[src/rtl/seg7_pkg.sv]
// Shared constants for the 7-segment scan controller: active-low glyphs {a,b,c,d,e,f,g,dp}.
package seg7_pkg;

    localparam logic [7:0] SEG_OFF = 8'hFF;

    localparam int SEG_A  = 7;
    localparam int SEG_B  = 6;
    localparam int SEG_C  = 5;
    localparam int SEG_D  = 4;
    localparam int SEG_E  = 3;
    localparam int SEG_F  = 2;
    localparam int SEG_G  = 1;
    localparam int SEG_DP = 0;

    // Element [n] is the glyph for hex digit n; dp left dark in every entry.
    localparam logic [15:0][7:0] SEG_GLYPH = {
        8'h71, 8'h61, 8'h85, 8'h63, 8'hC1, 8'h11, 8'h09, 8'h01,
        8'h1F, 8'h41, 8'h49, 8'h99, 8'h0D, 8'h25, 8'h9F, 8'h03
    };

    typedef enum logic {
        ST_BLANK = 1'b0,
        ST_SHOW  = 1'b1
    } slot_state_t;

endpackage

[src/rtl/hex_seg7_dec.sv]
// Combinational hex nibble to active-low 7-segment glyph; dp bit always dark here.
module hex_seg7_dec
    import seg7_pkg::*;
(
    input  logic [3:0] i_nib,
    output logic [7:0] o_seg
);

    assign o_seg = SEG_GLYPH[i_nib];

endmodule

[src/rtl/seg7_scan_ctrl.sv]
// Multiplexed common-anode 7-segment scanner with per-slot dead-time and frame-aligned loads.
// Define SEG7_LZS_EN to enable leading-zero suppression.
module seg7_scan_ctrl
    import seg7_pkg::*;
#(
    parameter int NUM_DIGITS  = 4,
    parameter int CLK_DIV     = 50000,
    parameter int DEAD_CYCLES = 2
) (
    input  logic                    clk,
    input  logic                    rst,
    input  logic                    load,
    input  logic [4*NUM_DIGITS-1:0] digit_data,
    input  logic [NUM_DIGITS-1:0]   dp_mask,
    input  logic [NUM_DIGITS-1:0]   blank_mask,
    output logic                    load_ack,
    output logic [NUM_DIGITS-1:0]   an,
    output logic [7:0]              seg,
    output logic                    frame_done
);

    localparam int CNT_W = $clog2(CLK_DIV);
    localparam int IDX_W = (NUM_DIGITS > 1) ? $clog2(NUM_DIGITS) : 1;
    localparam logic [CNT_W-1:0] CNT_LAST = CNT_W'(CLK_DIV - 1);
    localparam logic [CNT_W-1:0] CNT_DEAD = CNT_W'(DEAD_CYCLES);
    localparam logic [IDX_W-1:0] IDX_LAST = IDX_W'(NUM_DIGITS - 1);
    localparam slot_state_t ST_RST = (DEAD_CYCLES > 0) ? ST_BLANK : ST_SHOW;

    if (NUM_DIGITS < 1 || NUM_DIGITS > 8) begin : g_bad_digits
        $error("seg7_scan_ctrl: NUM_DIGITS must be 1..8");
    end
    if (CLK_DIV < 4) begin : g_bad_div
        $error("seg7_scan_ctrl: CLK_DIV must be at least 4");
    end
    if (DEAD_CYCLES < 0 || DEAD_CYCLES >= CLK_DIV) begin : g_bad_dead
        $error("seg7_scan_ctrl: DEAD_CYCLES must be in 0..CLK_DIV-1");
    end

    logic [CNT_W-1:0]        r_cnt;
    logic [IDX_W-1:0]        r_idx;
    slot_state_t             r_state;
    logic [4*NUM_DIGITS-1:0] r_stage_data;
    logic [NUM_DIGITS-1:0]   r_stage_dp;
    logic [NUM_DIGITS-1:0]   r_stage_blank;
    logic                    r_pending;
    logic [4*NUM_DIGITS-1:0] r_shadow_data;
    logic [NUM_DIGITS-1:0]   r_shadow_dp;
    logic [NUM_DIGITS-1:0]   r_shadow_blank;
    logic [NUM_DIGITS-1:0]   r_an;
    logic [7:0]              r_seg;
    logic                    r_load_ack;
    logic                    r_frame_done;

    logic                    w_cnt_wrap;
    logic                    w_boundary;
    logic [CNT_W-1:0]        w_cnt_nxt;
    logic [IDX_W-1:0]        w_idx_nxt;
    slot_state_t             w_state_nxt;
    logic [3:0]              w_nib;
    logic                    w_dp_sel;
    logic                    w_blank_sel;
    logic                    w_dark;
    logic [NUM_DIGITS-1:0]   w_lz;
    logic [7:0]              w_glyph;
    logic [NUM_DIGITS-1:0]   w_an_nxt;
    logic [7:0]              w_seg_nxt;

    always_comb begin
        w_cnt_wrap = (r_cnt == CNT_LAST);
        w_boundary = w_cnt_wrap && (r_idx == IDX_LAST);
        w_cnt_nxt  = w_cnt_wrap ? '0 : r_cnt + 1'b1;
        w_idx_nxt  = r_idx;
        if (w_cnt_wrap) begin
            w_idx_nxt = (r_idx == IDX_LAST) ? '0 : r_idx + 1'b1;
        end
    end

    // Per-digit field select from the shadow (displayed) copy.
    always_comb begin
        w_nib       = '0;
        w_dp_sel    = 1'b0;
        w_blank_sel = 1'b0;
        for (int i = 0; i < NUM_DIGITS; i++) begin
            if (IDX_W'(i) == r_idx) begin
                w_nib       = r_shadow_data[i*4 +: 4];
                w_dp_sel    = r_shadow_dp[i];
                w_blank_sel = r_shadow_blank[i];
            end
        end
    end

`ifdef SEG7_LZS_EN
    // A digit is suppressed while it and every digit above it are zero with dp dark.
    always_comb begin
        logic w_run;
        w_run = 1'b1;
        w_lz  = '0;
        for (int i = NUM_DIGITS - 1; i >= 0; i--) begin
            w_run = w_run && (r_shadow_data[i*4 +: 4] == 4'h0) && !r_shadow_dp[i];
            w_lz[i] = w_run && (i != 0);
        end
    end
`else
    assign w_lz = '0;
`endif

    always_comb begin
        w_dark = w_blank_sel;
        for (int i = 0; i < NUM_DIGITS; i++) begin
            if (IDX_W'(i) == r_idx && w_lz[i]) begin
                w_dark = 1'b1;
            end
        end
    end

    hex_seg7_dec u_dec (
        .i_nib (w_nib),
        .o_seg (w_glyph)
    );

    always_ff @(posedge clk) begin
        if (rst) begin
            r_state <= ST_RST;
        end else begin
            r_state <= w_state_nxt;
        end
    end

    always_comb begin
        w_state_nxt = (w_cnt_nxt < CNT_DEAD) ? ST_BLANK : ST_SHOW;
        w_an_nxt    = '1;
        w_seg_nxt   = SEG_OFF;
        case (r_state)
            ST_SHOW: begin
                if (!w_dark) begin
                    w_an_nxt          = ~(NUM_DIGITS'(1) << r_idx);
                    w_seg_nxt         = w_glyph;
                    w_seg_nxt[SEG_DP] = ~w_dp_sel;
                end
            end
            default: begin
                w_an_nxt  = '1;
                w_seg_nxt = SEG_OFF;
            end
        endcase
    end

    always_ff @(posedge clk) begin
        if (rst) begin
            r_cnt          <= '0;
            r_idx          <= '0;
            r_stage_data   <= '0;
            r_stage_dp     <= '0;
            r_stage_blank  <= '0;
            r_pending      <= 1'b0;
            r_shadow_data  <= '0;
            r_shadow_dp    <= '0;
            r_shadow_blank <= '0;
            r_an           <= '1;
            r_seg          <= SEG_OFF;
            r_load_ack     <= 1'b0;
            r_frame_done   <= 1'b0;
        end else begin
            r_cnt        <= w_cnt_nxt;
            r_idx        <= w_idx_nxt;
            r_an         <= w_an_nxt;
            r_seg        <= w_seg_nxt;
            r_frame_done <= w_boundary;
            r_load_ack   <= w_boundary && (r_pending || load);
            if (load) begin
                r_stage_data  <= digit_data;
                r_stage_dp    <= dp_mask;
                r_stage_blank <= blank_mask;
            end
            // A load landing on the boundary cycle bypasses staging straight to the shadow.
            if (w_boundary) begin
                r_pending <= 1'b0;
                if (load) begin
                    r_shadow_data  <= digit_data;
                    r_shadow_dp    <= dp_mask;
                    r_shadow_blank <= blank_mask;
                end else if (r_pending) begin
                    r_shadow_data  <= r_stage_data;
                    r_shadow_dp    <= r_stage_dp;
                    r_shadow_blank <= r_stage_blank;
                end
            end else if (load) begin
                r_pending <= 1'b1;
            end
        end
    end

    assign an         = r_an;
    assign seg        = r_seg;
    assign load_ack   = r_load_ack;
    assign frame_done = r_frame_done;

endmodule

[config.mk]
export PLATFORM = sky130hd
export DESIGN_NAME = seg7_scan_ctrl
export DESIGN_NICKNAME = d
export VERILOG_FILES = /design/src/rtl/seg7_pkg.sv /design/src/rtl/hex_seg7_dec.sv /design/src/rtl/seg7_scan_ctrl.sv
export SDC_FILE = /design/constraint.sdc
export NUM_CORES = 1
export LEC_CHECK = 0
export BUFFER_PORTS_ARGS = -buffer_cell sky130_fd_sc_hd__buf_2
export CAP_MARGIN = 20
export CORE_MARGIN = 2
export CORE_UTILIZATION = 57
export CTS_CLUSTER_DIAMETER = 150
export DETAILED_ROUTE_END_ITERATION = 8
export HOLD_SLACK_MARGIN = 0.1
export PLACE_DENSITY = 0.78
export SETUP_SLACK_MARGIN = 0.15
export SYNTH_ARGS = -nofsm -noshare
export SYNTH_HDL_FRONTEND = slang
export SYNTH_SLANG_ARGS = --single-unit
[constraint.sdc]
create_clock -name clk -period 2.4 [get_ports clk]
set_input_delay 0.36 -clock clk [delete_from_list [all_inputs] [get_ports clk]]
set_output_delay 0.36 -clock clk [all_outputs]
set_load 0.03 [all_outputs]
==> results of run 1 <==
## path summary, 6_finish.rpt
| check | from | endpoint | slack (ns) | depth (start not counted) |
|---|---|---|---|---|
| hold / removal | digit_data[10] | r_stage_data[10] | 0.27 | 3 |
| setup / recovery | r_idx[1] | seg[7] | 0.28 | 8 |
| hold reg to reg | r_cnt[0] | r_cnt[0] | 0.49 | 1 |
| setup reg to reg | r_idx[1] | seg[7] | 0.28 | 8 |
## repair_timing
action	in CTS	in global routing
setup endpoints to repair	0	21
resized for setup	0	9
buffers inserted	0	1
## stage by stage
step / worst slack, ns / hold WS, ns / utilization (%) / power, W
after floorplan: 0.196 / 0.440 / - / 0.00156
after global placement: 0.195 / 0.456 / 63.6 / 0.00161
after detailed placement: 0.210 / 0.475 / 63.6 / 0.00161
after CTS: 0.192 / 0.254 / 66.6 / 0.00251
after global routing: 0.109 / 0.269 / 67.2 / 0.00259
final: 0.283 / 0.266 / 67.2 / 0.00249
## metal layers
layer | vias to the layer above | track usage (%) | wire, um
met4 | 0 | 7.38 | 88
met2 | 62 | 30.4 | 2940
met1 | 1268 | 31.5 | 3550
li1 | 1406 | - | -
met3 | 6 | 5.65 | 367
met5 | - | 0 | 0
## report_power, final
part / internal [W] / switching, W / total, W
logic: 0.0000649 / 0.0000981 / 0.000163
registers: 0.00140 / 0.0000143 / 0.00141
clock network: 0.000403 / 0.000510 / 0.000913
## state kept, by name (all words and copies together) (netlist names)
| name | count |
|---|---|
| r_shadow_blank | 4 |
| r_state | 1 |
| frame_done | 1 |
| r_shadow_dp | 4 |
| r_idx | 2 |
| r_cnt | 16 |
| load_ack | 1 |
| r_shadow_data | 16 |
| an | 4 |
| seg | 8 |
| r_stage_blank | 4 |
| r_stage_data | 16 |
| r_stage_dp | 4 |
| r_pending | 1 |
## layout by cell type (no fill, tap or decap), types with 3 or more instances in the layout
cell	count
a21oi_1	12
nor2_1	71
o221ai_1	4
xor2_1	4
ha_1	9
nor4_1	3
mux2i_1	28
buf_4	11
and3_1	3
a211oi_1	25
nand4_1	3
xnor2_1	11
nor2b_1	3
o21ai_0	5
buf_2	40
dfxtp_1	80
inv_1	11
nand2_1	23
clkbuf_8	10
nand3b_1	3
nand3_1	10
nor3_1	4
## synth_stat cells (2+ instances only)
library cell,instances,area share (%)
and2_1,2,0.36
nor4_1,4,0.71
inv_1,11,1.2
a211oi_1,26,5.5
nand4_1,3,0.53
a22oi_1,2,0.43
a21oi_1,12,1.7
and4_1,2,0.50
nor2b_1,3,0.53
and3_1,4,0.71
o31ai_1,2,0.43
xnor2_1,11,2.7
nand3_1,10,1.4
o21ai_0,5,0.71
o211ai_1,2,0.43
nor3_1,4,0.57
a21boi_0,2,0.43
nor4b_2,2,0.85
nor2_1,71,7.6
buf_4,3,0.64
or4b_2,2,0.57
clkbuf_1,11,1.2
buf_2,8,1.1
o221ai_1,4,1.0
nand3b_1,3,0.64
nand2_1,23,2.5
ha_1,11,3.9
xor2_1,4,1.0
mux2i_1,28,8.0
dfxtp_1,82,47
## cells by family after synthesis
| kind of cell | after synthesis | synth area share (%) |
|---|---|---|
| AOI/OAI and AO/OA | 63 | 12.8 |
| xor gates and xnor gates | 15 | 3.73 |
| adders and majority gates | 11 | 3.91 |
| buffers and inverters | 34 | 4.23 |
| DFF | 82 | 46.6 |
| muxes | 28 | 7.96 |
| and+or+nand+nor | 144 | 20.8 |
## layout make-up
cell class	count	share of cell area [%]
Multi-Input combinational cell	261	44.0
Sequential cell	82	41.0
Timing Repair Buffer	51	7.06
Clock buffer	10	3.44
Tap cell	75	2.34
Clock inverter	6	1.06
Inverter	11	1.03
## worst max-delay path: cells and delay by family, from the launching register on
kind                     cells  cell delay [ns]
adder cells (fa/ha/maj)      1             0.24
flip-flops                   1             0.36
AND/OR/NAND/NOR              3             0.64
AO/OA/AOI/OAI                2             0.51
buffers and inverters        2             0.25
==> impl_metrics.tcl, run 1 <==
set metrics [dict create \
    nFillCells 503 \
    cts_buffer_depth 2 \
    multi_input_area_um2 1760 \
    areaGrowthSynthToFinish_pct 13.8 \
    finalClockSkew_ns 0.00499 \
    grt_pass1_wl_um 11000 \
    slowest_delay_ns 0.40 \
    hold_viol 0 \
    finalNonFillerCells 496 \
    slowest_stage "a221o_1" \
    netlist_instances 377 \
    grtUsageTotal_pct 21.5 \
    synth_seq_cells 82 \
    yosysWarningCount 0 \
    placement.io_buffers 40 \
    dp_hpwl_um 4780 \
    worstPathArrival_ns 2.36 \
    grt_pass1_vias 2324 \
    worstMarginPinSlew_ns 0.632 \
    path_cells "inv_1 > ha_1 > buf_4 > nand3b_1 > a221o_1 > and2_1 > nor4_2 > o31ai_1" \
    period_needed_ns 2.12 \
    cts_made_buffers 9 \
    die_h_um 82.6 \
    critPathCaptureType "flop" \
    min_path_type "input pin to flop" \
    max-vdd-ir-drop_mv 0.403 \
    wire_per_inst_um 14.0 \
    core-area_um2 5960 \
    cts-htree-levels 3 \
    drtIter0Drc 164 \
    vias 2742 \
    cp.required_ns 2.64 \
    setup_tns_ns 0 \
    setup_viol 0 \
    antenna_found_initial 0 \
    cp-start-kind "flop" \
    clkTransAtPathRegs_ns 0.08 \
    die-area_um2 6820 \
    fin_crit_sh_pct 88.2 \
    final_area_um2 4010 \
    gp_congestion 0.903 \
    p_leak_nw 1.60 \
    grt_setup_unrepaired "true" \
    ys_seq_area_share_pct 46.6 \
    place_area_um2 3790 \
    overflow 0 \
    clk-insertion-delay-late_ns 0.35 \
    fmax_ghz 0.472 \
    diodes 0 \
    ios 41 \
    maxSlewHeadroom_pct 57.9 \
    synthesis.area_um2 3520 \
    drt-pass1-iter-count 5 \
    cts_tree "built" \
    viasPerCell 5.53 \
    num_rows 28 \
    die_w_um 82.6 \
    syn_nets 415 \
    drc 0 \
    async_flop_share_pct 0 \
    nets 454 \
    drv_cap 0 \
    slew_violations 0 \
    synth_edf_count 0 \
    dp_cells 479 \
    path_class "flop to flop" \
    grt_max_degree 38 \
    clock-sinks 82 \
    hold_buffers 0 \
    cp_max_fo 8 \
    status "finished clean" \
    yosysUniqueCellTypes 50 \
    syn_area_per_cell_um2 9.34 \
    final_layout_size_suffix_gt1_share_pct 20.4 \
    start_util_pct 59.1 \
    synth-main-ff-cell "dfxtp_1" \
    drtAntennaViolNets 0 \
    power_density_nw_per_um2 622 \
    routed_wl_um 6940 \
    clockRootBuffer "clkbuf_8" \
    ff_latch_area_um2 1640 \
]
(Power assumes the default switching activity.)
==> run 2, diff against run 1 <==
PLACE_DENSITY = default   (was 0.78)
PLACE_DENSITY_LB_ADDON = 0.1   (was default)
==> impl_metrics.tcl, run 2 (synthesis gave the netlist of run 1 again) <==
set metrics [dict create \
    cts_tree "built" \
    cp-start-kind "flop" \
    dp_hpwl_um 5020 \
    crit_family "compound AO/OA/AOI/OAI gates" \
    postLayoutCoreUtil_pct 68.1 \
    grtUsageTotal_pct 23.0 \
    cts-htree-levels 3 \
    most-common-layout-cells "80 x dfxtp_1, 71 x nor2_1, 40 x buf_2, 28 x mux2i_1, 26 x a211oi_1" \
    wire_per_inst_um 14.2 \
    switchingPower_w 0.000596 \
    drtIter0Drc 125 \
    die_w_um 82.6 \
    setup_tns_ns 0 \
    final_layout_size_suffix_gt1_share_pct 20.0 \
    seq_power_share_pct 52.9 \
    grt_max_degree 32 \
    antenna_found_initial 0 \
    critPathCaptureType "flop" \
    final_common_cell "dfxtp_1" \
    rrSetupSlack_ns 0.32 \
    reg2reg_to "seg[4]" \
    cts_made_buffers 9 \
    r2r_cells 10 \
    biggestRegsByFlops "r_cnt (16), r_shadow_data (16), r_stage_data (16)" \
    areaGrowthSynthToFinish_pct 15.3 \
    grt_setup_unrepaired "false" \
    power_frac_comb_pct 6.3 \
    hold_start "digit_data[0]" \
    grt_pass1_vias 2662 \
    slowest_stage "dfxtp_2" \
    maxSlewHeadroom_pct 61.8 \
    fin_ws_ns 0.322 \
    swShare_pct 22.3 \
    clkTransAtPathRegs_ns 0.08 \
    overflow 0 \
    finalClockSkew_ns 0.00706 \
    drv_cap 0 \
    cp_num_buf_inv 3 \
    worstMarginPinSlew_ns 0.567 \
    p_leak_nw 1.62 \
    placement.io_buffers 40 \
    drt-pass1-iter-count 4 \
    drc 0 \
    nets 455 \
    fmax_ghz 0.481 \
    drtAntennaViolNets 0 \
    num_rows 28 \
    diodes 0 \
    die-area_um2 6820 \
    dpl_worst_slack_ns 0.187 \
    setup_viol 0 \
    clk-insertion-delay-late_ns 0.35 \
    path_cells "inv_1 > ha_2 > buf_4 > o21ai_0 > a22oi_1 > inv_2 > ha_1 > and3_1 > a211oi_1 > o21ai_0" \
    clkPwrFrac_pct 40.8 \
    hold_path_depth 3 \
    hold_viol 0 \
    core-area_um2 5960 \
    reg2reg_from "r_idx[1]" \
    worstPathArrival_ns 2.31 \
    hold_end "r_stage_data[0]" \
    timing.hold.ws_ns 0.271 \
    status "finished clean" \
    max-vdd-ir-drop_mv 0.550 \
    die_h_um 82.6 \
    viasPerCell 5.50 \
    vias 2723 \
    cp.required_ns 2.63 \
    routed_wl_um 7040 \
    cp_max_fo 7 \
    slew_violations 0 \
    ios 41 \
    power_density_nw_per_um2 658 \
    hold_buffers 0 \
    clock-sinks 82 \
    path_class "flop to flop" \
    fin_crit_sh_pct 86.6 \
    grt_pass1_wl_um 12000 \
    slowest_delay_ns 0.34 \
    gp_congestion 0.865 \
    crit_cells 10 \
    cts_buffer_depth 2 \
    path_common_cell "o21ai_0" \
    internal-power_w 0.00207 \
    period_needed_ns 2.08 \
    min_path_type "input pin to flop" \
    start_util_pct 59.1 \
    clockRootBuffer "clkbuf_8" \
]
run 2: changes by cell type in the layout (fill, tap and decap cells not counted), moves of 2 or more:
cell | before | now
buf_12 | 0 | 2
bufinv_16 | 0 | 2
clkinv_2 | 2 | 0
clkinv_4 | 2 | 0
run 2: repair_timing:
item / 4_1_cts / 5_1_grt
pin swaps: 0 / 1
setup endpoints to repair: 2 / 5
endpoints found under the hold margin: 0 / 0
setup buffers: 0 / 0
gates resized for setup: 1 / 6
run 2: stage by stage:
step	instance area [um^2]	instances	total power [W]
2_1_floorplan	3520	377	0.00156
3_3_place_gp	3830	481	0.00161
3_5_place_dp	3830	481	0.00161
4_1_cts	4050	495	0.00269
5_1_grt	4060	495	0.00277
6_report	4060	495	0.00267
run 2: power groups by stage:
| stage | Combinational [W] | Clock [W] | Sequential (W) |
|---|---|---|---|
| floorplan | 0.0000944 | 0 | 0.00146 |
| global placement | 0.000166 | 0 | 0.00144 |
| detailed placement | 0.000168 | 0 | 0.00145 |
| CTS | 0.000169 | 0.00111 | 0.00141 |
| global route | 0.000186 | 0.00116 | 0.00142 |
| finish | 0.000167 | 0.00109 | 0.00141 |
run 2: area by class of cell:
cell class              count  area (um^2)
multi-input cells         261         1750
clock buffers              10          138
flip-flops and latches     82         1640
repair buffers             52          315
inverters                  11         41.3
well taps                  75         93.8
fillers                   502         1900
clock inverters             4         76.3
run 2: routing by layer:
layer	wire (um)	global-route usage, %	up-vias
met5	0	0	-
met4	132	10.2	0
met3	196	3.91	12
met2	3510	40.4	40
met1	3190	27.4	1267
li1	-	-	1404
run 2: worst max path at each step:
stage | end | start | slack, ns
2_1_floorplan | seg[4] | r_idx[0] | 0.20
3_3_place_gp | seg[4] | r_idx[0] | 0.32
3_5_place_dp | seg[7] | r_idx[0] | 0.19
4_1_cts | seg[4] | r_idx[0] | 0.26
5_1_grt | seg[4] | r_idx[1] | 0.17
6_report | seg[4] | r_idx[1] | 0.32
run 2: worst reg2reg max path, stage by stage (launching register included):
cell and delay, ns:
dfxtp_2 0.34, inv_1 0.08, ha_2 0.24, buf_4 0.17
o21ai_0 0.10, a22oi_1 0.23, inv_2 0.11, ha_1 0.18
and3_1 0.16, a211oi_1 0.25, o21ai_0 0.12
